--- src/rtl/ysyx_2022040010_icache_refill_ctrl_if.sv ---
// AXI4 read-address and read-data channels between the icache refill controller and the arbiter.
// The master modport is the controller side; the slave modport is the arbiter or memory side.
interface ysyx_2022040010_icache_refill_ctrl_if;
    logic        arvalid;
    logic        arready;
    logic [63:0] araddr;
    logic [3:0]  arid;
    logic [7:0]  arlen;
    logic [2:0]  arsize;
    logic [1:0]  arburst;
    logic        rvalid;
    logic        rready;
    logic [63:0] rdata;
    logic [1:0]  rresp;
    logic        rlast;

    modport master (
        output arvalid, araddr, arid, arlen, arsize, arburst, rready,
        input  arready, rvalid, rdata, rresp, rlast
    );

    modport slave (
        input  arvalid, araddr, arid, arlen, arsize, arburst, rready,
        output arready, rvalid, rdata, rresp, rlast
    );
endinterface

--- src/rtl/ysyx_2022040010_icache_refill_ctrl.sv ---
// Icache miss/refill sequencer: issues one AXI read per miss or uncached fetch, assembles the
// line and pulses refresh (or uc_valid) unless the fetch was flushed or the bus reported an error.
module ysyx_2022040010_icache_refill_ctrl #(
    parameter int unsigned LINE_BEATS = 2,
    parameter logic [3:0]  AXI_ID     = 4'd0
) (
    input  logic                       clk,
    input  logic                       rst,
    input  logic                       miss,
    input  logic                       cache,
    input  logic                       uc_req,
    input  logic [63:0]                req_addr,
    input  logic                       lru,
    input  logic                       flush,
    output logic                       refresh,
    output logic [1:0]                 wr_way,
    output logic [64*LINE_BEATS-1:0]   line_data,
    output logic [63:0]                uc_data,
    output logic                       uc_valid,
    output logic                       busy,
    output logic                       bus_err,
    ysyx_2022040010_icache_refill_ctrl_if.master axi
);

    localparam int unsigned BeatW = (LINE_BEATS > 1) ? $clog2(LINE_BEATS) : 1;

    typedef enum logic [1:0] {StIdle, StAr, StRdata, StDone} state_e;

    state_e                    state_q, state_d;
    logic [63:0]               araddr_q, araddr_d;
    logic [7:0]                arlen_q, arlen_d;
    logic                      kind_uc_q, kind_uc_d;
    logic                      victim_q, victim_d;
    logic [BeatW-1:0]          beat_q, beat_d;
    logic [64*LINE_BEATS-1:0]  line_q, line_d;
    logic                      squash_q, squash_d;
    logic                      err_q, err_d;
    logic                      last_by_count;

    // cache is implied by which request line is raised; low address bits are dropped by alignment.
    logic unused_ok;
    assign unused_ok = cache ^ (^req_addr[2:0]);

    always_ff @(posedge clk or negedge rst) begin
        if (!rst) begin
            state_q   <= StIdle;
            araddr_q  <= '0;
            arlen_q   <= '0;
            kind_uc_q <= 1'b0;
            victim_q  <= 1'b0;
            beat_q    <= '0;
            line_q    <= '0;
            squash_q  <= 1'b0;
            err_q     <= 1'b0;
        end else begin
            state_q   <= state_d;
            araddr_q  <= araddr_d;
            arlen_q   <= arlen_d;
            kind_uc_q <= kind_uc_d;
            victim_q  <= victim_d;
            beat_q    <= beat_d;
            line_q    <= line_d;
            squash_q  <= squash_d;
            err_q     <= err_d;
        end
    end

    always_comb begin
        state_d       = state_q;
        araddr_d      = araddr_q;
        arlen_d       = arlen_q;
        kind_uc_d     = kind_uc_q;
        victim_d      = victim_q;
        beat_d        = beat_q;
        line_d        = line_q;
        squash_d      = squash_q;
        err_d         = err_q;
        last_by_count = 1'b0;
        refresh       = 1'b0;
        uc_valid      = 1'b0;
        bus_err       = 1'b0;
        axi.arvalid   = 1'b0;
        axi.rready    = 1'b0;

        unique case (state_q)
            StIdle: begin
                if (miss && !flush) begin
                    state_d   = StAr;
                    araddr_d  = {req_addr[63:4], 4'b0};
                    arlen_d   = 8'(LINE_BEATS - 1);
                    kind_uc_d = 1'b0;
                    victim_d  = lru;
                    squash_d  = 1'b0;
                    err_d     = 1'b0;
                end else if (uc_req && !flush) begin
                    state_d   = StAr;
                    araddr_d  = {req_addr[63:3], 3'b0};
                    arlen_d   = 8'd0;
                    kind_uc_d = 1'b1;
                    squash_d  = 1'b0;
                    err_d     = 1'b0;
                end
            end
            StAr: begin
                axi.arvalid = 1'b1;
                if (flush) squash_d = 1'b1;
                if (axi.arready) begin
                    state_d = StRdata;
                    beat_d  = '0;
                end
            end
            StRdata: begin
                axi.rready = 1'b1;
                if (flush) squash_d = 1'b1;
                if (axi.rvalid) begin
                    line_d[int'(beat_q)*64 +: 64] = axi.rdata;
                    beat_d        = beat_q + 1'b1;
                    last_by_count = kind_uc_q || (int'(beat_q) == LINE_BEATS - 1);
                    // rlast ends the burst; disagreement with the expected count is an error.
                    if ((axi.rresp != 2'b00) || (axi.rlast != last_by_count)) err_d = 1'b1;
                    if (axi.rlast || last_by_count) state_d = StDone;
                end
            end
            StDone: begin
                if (err_q) begin
                    bus_err = 1'b1;
                end else if (!squash_q && !flush) begin
                    if (kind_uc_q) uc_valid = 1'b1;
                    else           refresh  = 1'b1;
                end
                state_d = StIdle;
            end
            default: state_d = StIdle;
        endcase
    end

    assign wr_way      = refresh ? (victim_q ? 2'b10 : 2'b01) : 2'b00;
    assign line_data   = line_q;
    assign uc_data     = line_q[63:0];
    assign busy        = (state_q != StIdle);
    assign axi.araddr  = araddr_q;
    assign axi.arlen   = arlen_q;
    assign axi.arid    = AXI_ID;
    assign axi.arsize  = 3'b011;
    assign axi.arburst = 2'b01;

endmodule
--- src/flat_wrapper.sv ---
// flat-port wrapper written by rule: the top's interface ports become plain ports
module ysyx_2022040010_icache_refill_ctrl_flat 
#(
    parameter int unsigned LINE_BEATS = 2,
    parameter logic [3:0]  AXI_ID     = 4'd0
)
  (clk, rst, miss, cache, uc_req, req_addr, lru, flush, refresh, wr_way, line_data, uc_data, uc_valid, busy, bus_err, axi_arvalid, axi_araddr, axi_arid, axi_arlen, axi_arsize, axi_arburst, axi_rready, axi_arready, axi_rvalid, axi_rdata, axi_rresp, axi_rlast);
  ysyx_2022040010_icache_refill_ctrl_if axi_i ();
  input  logic clk;
  input  logic rst;
  input  logic miss;
  input  logic cache;
  input  logic uc_req;
  input  logic [63:0] req_addr;
  input  logic lru;
  input  logic flush;
  output logic refresh;
  output logic [1:0] wr_way;
  output logic [64*LINE_BEATS-1:0] line_data;
  output logic [63:0] uc_data;
  output logic uc_valid;
  output logic busy;
  output logic bus_err;
  output wire logic [$bits(axi_i.arvalid)-1:0] axi_arvalid;
  output wire logic [$bits(axi_i.araddr)-1:0] axi_araddr;
  output wire logic [$bits(axi_i.arid)-1:0] axi_arid;
  output wire logic [$bits(axi_i.arlen)-1:0] axi_arlen;
  output wire logic [$bits(axi_i.arsize)-1:0] axi_arsize;
  output wire logic [$bits(axi_i.arburst)-1:0] axi_arburst;
  output wire logic [$bits(axi_i.rready)-1:0] axi_rready;
  input wire logic [$bits(axi_i.arready)-1:0] axi_arready;
  input wire logic [$bits(axi_i.rvalid)-1:0] axi_rvalid;
  input wire logic [$bits(axi_i.rdata)-1:0] axi_rdata;
  input wire logic [$bits(axi_i.rresp)-1:0] axi_rresp;
  input wire logic [$bits(axi_i.rlast)-1:0] axi_rlast;
  assign axi_arvalid = axi_i.arvalid;
  assign axi_araddr = axi_i.araddr;
  assign axi_arid = axi_i.arid;
  assign axi_arlen = axi_i.arlen;
  assign axi_arsize = axi_i.arsize;
  assign axi_arburst = axi_i.arburst;
  assign axi_rready = axi_i.rready;
  assign axi_i.arready = axi_arready;
  assign axi_i.rvalid = axi_rvalid;
  assign axi_i.rdata = axi_rdata;
  assign axi_i.rresp = axi_rresp;
  assign axi_i.rlast = axi_rlast;
  ysyx_2022040010_icache_refill_ctrl #(.LINE_BEATS(LINE_BEATS), .AXI_ID(AXI_ID)) u_core (.clk(clk), .rst(rst), .miss(miss), .cache(cache), .uc_req(uc_req), .req_addr(req_addr), .lru(lru), .flush(flush), .refresh(refresh), .wr_way(wr_way), .line_data(line_data), .uc_data(uc_data), .uc_valid(uc_valid), .busy(busy), .bus_err(bus_err), .axi(axi_i));
endmodule
--- config.mk ---
export PLATFORM = sky130hd
export DESIGN_NAME = ysyx_2022040010_icache_refill_ctrl_flat
export DESIGN_NICKNAME = d
export VERILOG_FILES = /design/src/rtl/ysyx_2022040010_icache_refill_ctrl_if.sv /design/src/rtl/ysyx_2022040010_icache_refill_ctrl.sv /design/src/flat_wrapper.sv
export SDC_FILE = /design/constraint.sdc
export NUM_CORES = 1
export LEC_CHECK = 0
export CAP_MARGIN = 20
export CORE_AREA = 2 2 164 166
export DETAILED_ROUTE_END_ITERATION = 12
export DIE_AREA = 0 0 166 168
export PLACE_DENSITY = 0.72
export SLEW_MARGIN = 20
export SYNTH_ARGS = -nofsm -noshare
export SYNTH_HDL_FRONTEND = slang
export SYNTH_SLANG_ARGS = --single-unit
--- constraint.sdc ---
create_clock -name clk -period 2.8 [get_ports clk]
set_input_delay 0.56 -clock clk [delete_from_list [all_inputs] [get_ports clk]]
set_output_delay 0.56 -clock clk [all_outputs]
set_load 0.05 [all_outputs]
---- Yosys cells after proc, flatten, opt, wreduce, memory -nomap -nowiden ----
Index checks and enable logic that the tools add are counted.
cells by class
  $add $sub $neg .......................... 2
  equal/unequal tests ..................... 10
  shift operators ......................... 2
  multiplexer cells ....................... 37
  reductions and logical operators ........ 23
operators with widths
  kind                         count
  $bwmux W128                  1
  $mux W64                     2
  $shift A64 B33 Y128 const A  1
  $shiftx A64 B33 Y128         1
  $neg A7 Y33                  1
  $mux W1                      21
  $mux W8                      2
  $mux W2                      7
  $reduce_bool A2 Y1           6
  $pmux W2 S4                  1
  $reduce_and A4 Y1            2
  $ne A2 B1 Y1 const B         3
  $pmux W1 S2                  3
  $reduce_and A2 Y1            3
  $reduce_and A3 Y1            2
  $eq A2 B2 Y1 const B         2
  $ne A2 B2 Y1 const B         2
  $logic_and A1 B1 Y1          3
  $logic_or A1 B1 Y1           3
  $ne A3 B1 Y1 const B         1
  $eq A2 B1 Y1 const B         1
  $logic_not A1 Y1             2
  $logic_not A2 Y1             1
  $reduce_or A2 Y1             1
  2 further kinds              2
word-level totals
  flip-flop bits (word level) ............. 207
  input bits .............................. 140
  output and inout port bits .............. 281
  word-level logic and storage cells ...... 83

---- Logic depth before layout (Yosys ltp) ----
Gate-level depths: netlist of the first run.
  word-level depth ........................ 6
  gate-level depth with buffers ........... 8
  depth with buffers taken out ............ 6

---- Worst setup path after synthesis of the first run ----
OpenSTA, ideal clock, no wires.
  kind .................................... input -> output
  from .................................... input port flush
  to ...................................... output port wr_way[0]
  arrival time ............................ 2471 ps
  data required time ...................... 2240 ps
  slack ................................... -231 ps
  stages .................................. 3
  buffers on the path ..................... 0
  path through ............................ nor4b_1 > nor2b_1 > nor2b_1
on the way
  longest elaborated chain between the ends .. 6
RTL lines
  what                 RTL line                                   RTL
  from (decl)          flat_wrapper.sv:16                         input logic flush;
  $logic_not A1 Y1     ysyx_2022040010_icache_refill_ctrl.sv:127  end else if (!squash_q && !flush) begin
  $logic_and A1 B1 Y1  ysyx_2022040010_icache_refill_ctrl.sv:127
  $mux W1              ysyx_2022040010_icache_refill_ctrl.sv:127
  $mux W1              ysyx_2022040010_icache_refill_ctrl.sv:125  if (err_q) begin
  $mux W1              ysyx_2022040010_icache_refill_ctrl.sv:85   unique case (state_q)
  named net refresh    flat_wrapper.sv:17                         output logic refresh;
  $mux W2              ysyx_2022040010_icache_refill_ctrl.sv:137  assign wr_way = refresh ? (victim_q ? 2'b10 : 2'b01) : 2'b00;
  to (decl)            flat_wrapper.sv:18                         output logic [1:0] wr_way;
The timed path passes the listed nets, and every way through them passes these cells.

---- Worst setup path in the final report of the first run ----
  from .................................... register u_core.state_q[0]
  to ...................................... output port busy
on the way
  longest elaborated chain between the ends .. 1
RTL lines
  what                    RTL line                                   RTL
  from (decl)             ysyx_2022040010_icache_refill_ctrl.sv:29   state_e state_q, state_d;
  from (signal assigned)  ysyx_2022040010_icache_refill_ctrl.sv:46   state_q <= StIdle;
  from (signal assigned)  ysyx_2022040010_icache_refill_ctrl.sv:56   state_q <= state_d;
  $reduce_bool A2 Y1      ysyx_2022040010_icache_refill_ctrl.sv:140  assign busy = (state_q != StIdle);
  to (decl)               flat_wrapper.sv:22                         output logic busy;
No other way between the ends.

==> flow_summary.ini, run 1 <==
[layout]
most-common-layout-cells = 392 x clkdlybuf4s50_1, 197 x dfrtp_1, 143 x mux2_2
synthToLayoutAreaGrowth_pct = 53.9
nNetsFinal = 1032
layout_commonest_cell = clkdlybuf4s50_1
drive_above_1_share_pct = 22.2
num_antenna_cells = 0

[timing]
setup_viol = 0
min_period_over_period_pct = 95.7
fin_skew_ns = 0.00934
tns_ns = 0
layout_min_cycle_time_ns = 2.68
max_slew_margin_pct = 56.3
timing.fmax_mhz = 373
final_max_slew_viol_count = 0
finalHoldViolCount = 0
worst_pin_slew_ns = 0.655
rsz0062_at_grt = false

[setup_path]
reg2reg_from = u_core.state_q[0]
rr_worst_depth = 7
r2r-end = u_core.victim_q
r2r_setup_slack_ns = 0.82
startpoint_type = register
critPathRequiredTime_ns = 2.24
path_max_fanout = 5
path_class = reg2out
worstSetupEndpointType = primary output
arrival_ns = 2.12

[hold_path]
hold_path_class = in2async

[floorplanning]
die_h_microns = 168
start_util_pct = 31.3
ios = 421
rows = 60
die_area_sq_mm = 0.0279
core_sq_mm = 0.0264
die_width_microns = 166

[yosys]
yosysUniqueCellTypes = 28
ys_ff_latch = 197
synth_warnings = 0
yosys-top-cells-area = dfrtp_1 60%, mux2_2 20%, buf_4 7.7%, mux2_1 6.4%, buf_6 2.2%
synth_top_cell_area_share_pct = 59.9
yosysSeqAreaShare_pct = 59.9
synth_cells = 540
syn_avg_cell_area_sq_um = 15.3
yosys.area.top_type = dfrtp_1
synth_area_sq_mm = 0.00824

[route]
postRouteAntennaNets = 0
wl_met2_microns = 10700
wl_met1_microns = 8900
drc = 0
num_vias = 5348
drt_iter0_markers = 264
routed.top_layer = met4
via_per_inst = 4.33
drt_wl_total_microns = 21000
dr.pass1.iters = 4
wl_per_cell_microns = 17.0
wl_met3_microns = 1170

[clock_tree]
path_clk_slew_ns = 0.08
cts.path.max_buffers = 2
insertion_delay_ns = 0.42
htreeDepth = 4
cts_buffers = 17
cts.sinks = 197
root_buffer = clkbuf_16
cts_tree = yes

[global_routing]
grt_pass1_wl_microns = 32500
overflow = 0
grt_pass1_vias = 5712
grt_usage_pct = 14.8
grt_max_degree = 75
antenna_found_initial = 0

[status]
status = completed

[place]
place.gp.congestion = 0.770
dp_hpwl_microns = 15700
io_buffers = 397

[job]
maxCapViolCount = 0
## critical path, stage by stage (launching register included)
cell             delay, ns
dfrtp_1               0.38
inv_1                 0.11
ha_1                  0.27
inv_2                 0.11
clkdlybuf4s50_1       0.82
## registers in the layout, summed over array words and instances (netlist names)
| register | flops |
|---|---|
| u_core.line_data | 128 |
| u_core.axi.araddr | 61 |
| u_core.state_q | 2 |
| u_core.axi.arlen | 1 |
| u_core.beat_q | 1 |
| u_core.err_q | 1 |
| u_core.kind_uc_q | 1 |
| u_core.squash_q | 1 |
| u_core.victim_q | 1 |
## area by class of cell
cell class | count | area, sq um
clock buffers | 17 | 425
clock inverters | 12 | 120
fillers | 2332 | 13700
inverters | 6 | 22.5
multi-input cells | 251 | 2550
flip-flops and latches | 197 | 4930
well taps | 341 | 427
repair buffers | 412 | 4210
## metal layers
metal / vias up / GRT usage [%]
li1: 2445 / -
met5: - / 0
met2: 197 / 25.8
met1: 2690 / 18.2
met3: 16 / 3.67
met4: 0 / 4.50
## logic make-up after synthesis
logic type	Yosys count	synth area share [%]
AO/OA/AOI/OAI	9	0.638
adder cells (fa/ha/maj)	7	1.06
buffers and inverters	109	10.3
flip-flops	197	59.9
multiplexers	193	26.3
other	2	0.0912
AND/OR/NAND/NOR	23	1.70
## what timing repair did
item,4_1_cts,5_1_grt
buffers inserted,0,0
hold buffers,0,0
resized for setup,0,1
setup endpoints to repair,0,2
## worst max path at each step
stage,startpoint,endpoint,slack (ns),cells after the start
global placement,flush,wr_way[0],0.09,5
finish,u_core.state_q[0],busy,0.12,4
floorplan,flush,wr_way[0],0.26,3
global route,u_core.state_q[0],busy,0.002,4
detailed placement,flush,wr_way[0],0.1,5
CTS,u_core.state_q[0],busy,0.08,4
## synth_stat cells
cell,count
a21oi_1,2
a31oi_1,1
and2_1,3
buf_2,3
buf_4,84
buf_6,16
conb_1,2
dfrtp_1,197
ha_1,7
inv_1,5
inv_2,1
mux2_1,47
mux2_2,143
mux2i_1,3
nand2_1,3
nand2_2,1
nand2b_1,1
nand3_1,1
nand3_2,1
nand3b_1,3
nor2_1,3
nor2b_1,4
nor3_1,1
nor3_2,1
nor4b_1,1
o2111ai_1,1
o21a_1,1
o21ai_0,4
## metrics by stage
stage               setup WS [ns]  utilization [%]  hold WS, ns  std cells  cell area, sq um
floorplan                   0.259                -        0.264        557              8300
global placement           0.0935             46.0        0.462       1207             12100
detailed placement         0.0966             46.0        0.474       1207             12100
CTS                        0.0786             48.1        0.164       1236             12700
global route              0.00194             48.1        0.190       1236             12700
finish                      0.119             48.1        0.164       1236             12700
Power of run 1 is not shown: default switching activity piles up to over one toggle a cycle in this logic, so the estimate is an artifact.
==> run 2, diff against run 1 <==
--- a/config.mk
+++ b/config.mk
@@ -7,6 +7,7 @@
 export LEC_CHECK = 0
 export CAP_MARGIN = 20
 export CORE_AREA = 2 2 164 166
+export CTS_CLUSTER_SIZE = 40
 export DETAILED_ROUTE_END_ITERATION = 12
 export DIE_AREA = 0 0 166 168
 export PLACE_DENSITY = 0.72
==> results of run 2 <==
Final layout, timing and power as in run 1 (identical DEF).
Power of run 2 is left out for the same reason.
